File: src/rtl/sdram_rd_arbiter.sv
// sdram_rd_arbiter: shares one 8-bit SDRAM read port between two level-request ports (round-robin).
// Optional macro ARB_FIXED_PRIO_EN: port 0 always wins ties instead of round-robin.
module sdram_rd_arbiter #(
    parameter int AW     = 25,
    parameter int RD_LAT = 2
) (
    input  logic          i_clk,
    input  logic          i_reset,
    input  logic          i_req0,
    input  logic [AW-1:0] i_addr0,
    output logic          o_ack0,
    output logic [7:0]    o_data0,
    input  logic          i_req1,
    input  logic [AW-1:0] i_addr1,
    output logic          o_ack1,
    output logic [7:0]    o_data1,
    output logic [AW-1:0] o_sdram_addr,
    output logic          o_sdram_rd,
    input  logic [7:0]    i_sdram_data,
    output logic          o_busy
);

    typedef enum logic [1:0] {S_IDLE, S_ISSUE, S_WAIT, S_DONE} state_t;

    localparam logic [3:0] LAT_LOAD = 4'(RD_LAT - 1);

    state_t     r_state;
    logic       r_grant;
    logic [3:0] r_lat_cnt;
    logic       w_pick1;

`ifdef ARB_FIXED_PRIO_EN
    assign w_pick1 = ~i_req0;
`else
    logic r_last_grant;

    // On a tie the port that was not served last wins; otherwise the lone requester wins.
    assign w_pick1 = (i_req0 && i_req1) ? ~r_last_grant : i_req1;
`endif

    always_ff @(posedge i_clk) begin
        if (i_reset) begin
            r_state      <= S_IDLE;
            r_grant      <= 1'b0;
            r_lat_cnt    <= '0;
            o_sdram_rd   <= 1'b0;
            o_sdram_addr <= '0;
            o_ack0       <= 1'b0;
            o_ack1       <= 1'b0;
            o_data0      <= '0;
            o_data1      <= '0;
            o_busy       <= 1'b0;
`ifndef ARB_FIXED_PRIO_EN
            r_last_grant <= 1'b1;
`endif
        end else begin
            o_ack0 <= 1'b0;
            o_ack1 <= 1'b0;
            case (r_state)
                S_IDLE: begin
                    if (i_req0 || i_req1) begin
                        r_grant      <= w_pick1;
                        o_sdram_addr <= w_pick1 ? i_addr1 : i_addr0;
                        o_sdram_rd   <= 1'b1;
                        o_busy       <= 1'b1;
                        r_state      <= S_ISSUE;
`ifndef ARB_FIXED_PRIO_EN
                        r_last_grant <= w_pick1;
`endif
                    end
                end
                S_ISSUE: begin
                    o_sdram_rd <= 1'b0;
                    r_lat_cnt  <= LAT_LOAD;
                    r_state    <= S_WAIT;
                end
                S_WAIT: begin
                    if (r_lat_cnt == 4'd0) begin
                        // Data and ack land on the same edge so the ack cycle carries valid data.
                        if (r_grant) begin
                            o_data1 <= i_sdram_data;
                            o_ack1  <= 1'b1;
                        end else begin
                            o_data0 <= i_sdram_data;
                            o_ack0  <= 1'b1;
                        end
                        r_state <= S_DONE;
                    end else begin
                        r_lat_cnt <= r_lat_cnt - 4'd1;
                    end
                end
                S_DONE: begin
                    o_busy  <= 1'b0;
                    r_state <= S_IDLE;
                end
                default: begin
                    o_sdram_rd <= 1'b0;
                    o_busy     <= 1'b0;
                    r_state    <= S_IDLE;
                end
            endcase
        end
    end

endmodule
File: config.mk
export PLATFORM = sky130hd
export DESIGN_NAME = sdram_rd_arbiter
export DESIGN_NICKNAME = d
export VERILOG_FILES = /design/src/rtl/sdram_rd_arbiter.sv
export SDC_FILE = /design/constraint.sdc
export NUM_CORES = 1
export LEC_CHECK = 0
export BUFFER_PORTS_ARGS = -buffer_cell sky130_fd_sc_hd__buf_2
export CELL_PAD_IN_SITES_DETAIL_PLACEMENT = 1
export CELL_PAD_IN_SITES_GLOBAL_PLACEMENT = 1
export CORE_MARGIN = 10
export CORE_UTILIZATION = 33
export DETAILED_ROUTE_END_ITERATION = 8
export PLACE_DENSITY_LB_ADDON = 0.3
export SYNTH_ARGS = -nofsm -noshare
export SYNTH_HDL_FRONTEND = slang
export SYNTH_SLANG_ARGS = --single-unit
File: constraint.sdc
create_clock -name i_clk -period 1.85 [get_ports i_clk]
set_input_delay 0.37 -clock i_clk [delete_from_list [all_inputs] [get_ports i_clk]]
set_output_delay 0.37 -clock i_clk [all_outputs]
set_load 0.01 [all_outputs]
Word level (Yosys, flattened, before mapping):

Index checks and enable logic that the tools add are counted.

* ROM bits: 0
* output and inout port bits: 45
* RAM bits: 0
* memories: 0
* flip-flop bits (word level): 53
* latch bits: 0
* input port bits: 62
* word-level logic and storage cells: 49

* multiplexer cells: 12
* bitwise gates (word level): 4
* equal/unequal tests: 6
* div/mod/pow operators: 0
* magnitude comparators: 0
* shifts and indexed selects: 0
* add/subtract/negate cells: 1
* reduce and logical (&&, ||, !) cells: 15
* multiply operators: 0

Operator list (count)
* $mux 25: 1
* $reduce_and 2->1: 5
* $pmux 2 s4: 1
* $pmux 4 s2: 1
* $ne 2x2->1 const B: 3
* $reduce_and 3->1: 2
* $reduce_bool 2->1: 3
* $eq 2x2->1 const B: 2
* $logic_not 4->1: 1
* $mux 1: 4
* $mux 2: 2
* $mux 4: 1
* $not 1->1: 4
* $pmux 1 s2: 2
* $sub 4x1->4 const B: 1
* $reduce_or 3->1: 1
* $eq 2x1->1 const B: 1
* $logic_not 2->1: 1
* $logic_and 1x1->1: 1
* $logic_or 1x1->1: 1

Depth between registers and ports, before layout:

* depth after elaboration: 3
* mapped depth: 7
* depth with buffers taken out: 5

Worst setup path before layout:

OpenSTA, ideal clock, no wires.

* path kind: flip-flop to flip-flop
* from: register r_lat_cnt[0]
* to: register o_data0[0]
* cell stages (with the launch flop): 7
* slack: 0.200 ns
* period minus slack after synthesis: 1.650 ns
* data required time: 1.734 ns
* buffers on the path: 1
* data arrival time: 1.535 ns
* cells stage by stage: dfxtp_1 inv_1 ha_1 or3b_1 or3_1 buf_6 a31o_1

* longest elaborated chain between the ends: 2

RTL lines
* start, declared: RTL line 29 `logic [3:0] r_lat_cnt;`
* start signal, assigned: RTL line 89 `r_lat_cnt <= r_lat_cnt - 4'd1;`
* $logic_not 4->1: RTL line 78 `if (r_lat_cnt == 4'd0) begin`
* $reduce_and 3->1 (no source line)
* end signal, assigned: RTL line 84 `o_data0 <= i_sdram_data;`
* end, declared: RTL line 12 `output logic [7:0] o_data0,`

No other way between the ends.
A chain may end at the register's enable or synchronous reset.

Worst setup path after layout:

* from: register r_lat_cnt[0]
* to: register o_data0[5]

Same word-level chain as after synthesis.

==> impl_metrics.sql <==
INSERT INTO impl_metrics (metric_group, metric, value, unit) VALUES
('outcome', 'run_status', 'completed', ''),
('synth', 'synth_top_area_share', '46.3', '%'),
('synth', 'yosys.cell_types.count', '31', ''),
('place', 'place_hpwl', '5430', 'um'),
('cells_and_area', 'multiInputGateArea', '0.00113', 'mm2'),
('routing', 'via_total_after_detailed_routing', '2101', ''),
('sta', 'hold_slack', '0.350', 'ns'),
('worst_setup_path', 'crit_fanout', '9', ''),
('synth', 'synth_area', '0.00229', 'mm2'),
('cells_and_area', 'nFillCells', '822', ''),
('worst_setup_path', 'cp_data_required_time', '2.05', 'ns'),
('synth', 'synthesis.nets', '310', ''),
('sta', 'rsz_0062_raised_after_global_routing', 'false', ''),
('place', 'weighted_congestion_reported_at_the_end_of_routability_driven_placement', '0.717', ''),
('job', 'max-cap-violations', '0', ''),
('routing', 'post_drt_via_cell_ratio', '4.97', ''),
('routing', 'drcViolationCount', '0', ''),
('synth', 'synth.top_cells.by_count', 'sky130_fd_sc_hd__dfxtp_1 (53), sky130_fd_sc_hd__mux2i_1 (35), sky130_fd_sc_hd__a21oi_1 (28)', ''),
('cells_and_area', 'count_of_inserted_antenna_diode_cells', '0', ''),
('routing', 'drt_pre_antenna_iters', '4', ''),
('clock_tree', 'cts.sink_count', '53', ''),
('global_routing', 'grt_util_all_layers', '13.5', '%'),
('global_routing', 'grt_pass1_vias', '2409', ''),
('worst_setup_path', 'crit_chain', 'inv_1 > ha_1 > or3b_1 > or3_4 > a31o_1', ''),
('clock_tree', 'tritoncts', 'done', ''),
('sta', 'finClkSkew', '0.00662', 'ns'),
('sta', 'post-route-min-period', '1.70', 'ns'),
('worst_setup_path', 'worst_ep_arrival_time', '1.90', 'ns'),
('worst_setup_path', 'worst_setup_path_end_kind', 'flip-flop', ''),
('die', 'ios', '107', ''),
('sta', 'report.final.setup_viol', '0', ''),
('cells_and_area', 'synthToLayoutAreaGrowth', '32.3', '%'),
('die', 'placement_rows', '30', ''),
('die', 'core_region_area', '0.00676', 'mm2'),
('routing', 'route.detailed.wl_per_inst', '16.5', 'um'),
('power', 'max-vdd-ir-drop', '0.000446', 'V'),
('clock_tree', 'clk_latency', '0.30', 'ns'),
('synth', 'synthCells', '242', ''),
('synth', 'avgSynthCellArea', '9.47', 'um2'),
('routing', 'met3_wirelength', '755', 'um'),
('clock_tree', 'clockBufferDepth', '2', ''),
('synth', 'synth_flop_cell', 'sky130_fd_sc_hd__dfxtp_1', ''),
('place', 'port-buffer-count', '106', ''),
('sta', 'hold_viol', '0', ''),
('worst_setup_path', 'timing.critical_path.slowest_stage_cell', 'sky130_fd_sc_hd__or3_4', ''),
('worst_setup_path', 'cpPeakStageDelay', '0.41', 'ns'),
('global_routing', 'wire_length_of_the_first_global_routing_pass', '11600', 'um'),
('die', 'dieWidth', '103', 'um'),
('sta', 'max_slew.worst_pin.slew', '0.432', 'ns'),
('routing', 'final_antenna_net_count', '0', ''),
('clock_tree', 'cts.clk_slew.worst_paths', '0.09', 'ns'),
('routing', 'wl_met1', '2920', 'um'),
('worst_setup_path', 'type_of_the_worst_setup_path', 'reg -> reg', ''),
('cells_and_area', 'drive_gt1_share', '36.2', '%'),
('synth', 'share_of_synthesized_area_occupied_by_flip_flops_and_latches', '46.3', '%'),
('routing', 'drt_iter0_drc', '37', ''),
('sta', 'achievable-frequency', '0.587', 'GHz'),
('sta', 'timing.max_slew.rel_slack', '71.1', '%'),
('routing', 'met2WireLength', '3220', 'um'),
('die', 'die-height', '103', 'um'),
('cells_and_area', 'seqCellArea', '0.00106', 'mm2'),
('synth', 'synthTopCellsByArea', 'sky130_fd_sc_hd__dfxtp_1 (46%), sky130_fd_sc_hd__mux2i_1 (15%), sky130_fd_sc_hd__a21oi_1 (6.1%)', ''),
('power', 'total_power', '3.88', 'mW'),
('sta', 'timing.final.max_slew_violations', '0', ''),
('global_routing', 'grt_max_degree', '46', ''),
('clock_tree', 'cts_buffers', '5', ''),
('sta', 'final_min_period_over_clock_period', '92.1', '%'),
('hold_path', 'min-delay-path-class', 'in -> reg', ''),
('sta', 'setup_tns', '0', 'ns'),
('cells_and_area', 'final_net_count', '411', ''),
('clock_tree', 'root_buffer', 'sky130_fd_sc_hd__clkbuf_8', '');
-- through the flow --
step	utilization [%]	worst slack, ns	cell area [um2]	std cells
finish	44.9	0.147	3030	423
global route	44.9	0.0489	3030	423
CTS	44.8	0.0459	3030	423
detailed placement	43.5	0.0760	2940	416
global placement	43.5	0.127	2940	416
floorplan	-	0.200	2290	242
-- layer usage --
| layer | up-vias | track usage (%) |
|---|---|---|
| li1 | 1063 | - |
| met1 | 953 | 15.2 |
| met2 | 78 | 22.6 |
| met3 | 7 | 6.11 |
| met4 | 0 | 3.85 |
| met5 | - | 0 |
-- power by group --
part | internal [mW] | switching (mW) | leakage (nW)
sequential | 1.44 | 0.171 | 0.435
combinational | 0.686 | 0.920 | 0.940
clock | 0.298 | 0.366 | 0.0443
total | 2.43 | 1.46 | 1.42
-- placed cells by master, fill, tap and decap left out, drive strengths merged --
cell and count:
nor3b 1, a221oi 1, o21ai 27, nor2 5
nor3 2, nand3 3, a21oi 28, and3 2
a311oi 1, clkinv 1, o211ai 2, or3b 2
clkbuf 7, buf 115, o21a 1, nand2 11
nor4 8, a31o 8, or3 3, xor2 1
mux2i 35, inv 5, a211oi 3, nand2b 10
dfxtp 53, ha 6, nor2b 1, a21boi 1
-- worst max-delay path: cells and delay by family, from the launching register on --
family	cells	cell delay [ns]
AO/OA/AOI/OAI	1	0.24
AND/OR/NAND/NOR	2	0.78
flip-flops	1	0.34
buffers and inverters	1	0.06
adder cells (fa/ha/maj)	1	0.17
-- kinds of logic after synthesis --
kind of cell             Yosys count  synth area share (%)
AO/OA/AOI/OAI                     72                  18.1
XOR/XNOR                           1                 0.382
adder cells (fa/ha/maj)            6                  3.28
buffers and inverters             27                  5.24
flip-flops                        53                  46.3
multiplexers                      35                  15.3
AND/OR/NAND/NOR                   48                  11.4
-- path summary, 6_finish.rpt --
check | cells past startpoint | from | slack [ns] | end
worst min register to register | 2 | o_data1[5]$_SDFFE_PP0P_ | 0.46 | o_data1[5]$_SDFFE_PP0P_
worst max register to register | 5 | r_lat_cnt[0]$_SDFFE_PP0P_ | 0.15 | o_data0[5]$_SDFFE_PP0P_
worst min-delay path | 3 | i_addr0[24] | 0.35 | o_sdram_addr[24]$_SDFFE_PP0P_
worst max-delay path | 5 | r_lat_cnt[0]$_SDFFE_PP0P_ | 0.15 | o_data0[5]$_SDFFE_PP0P_
-- layout make-up --
class                   instances  share of cell area [%]
multi-input cells             162                    37.1
flip-flops and latches         53                    35.0
repair buffers                115                    21.0
well taps                      80                    3.30
clock buffers                   7                    2.85
inverters                       6                   0.743
-- state kept, by name, indices dropped and copies added (netlist names) --
signal        flops
o_ack1            1
o_data0           8
r_lat_cnt         4
o_data1           8
r_last_grant      1
o_busy            1
o_ack0            1
o_sdram_addr     25
r_state           2
r_grant           1
o_sdram_rd        1
-- repair_timing --
item / CTS / global route
resized for setup: 0 / 1
endpoints found under the setup margin: 0 / 8
hold buffers: 0 / 0
endpoints found under the hold margin: 0 / 0
setup buffers: 0 / 0
Power figures use the tool's default switching activity.
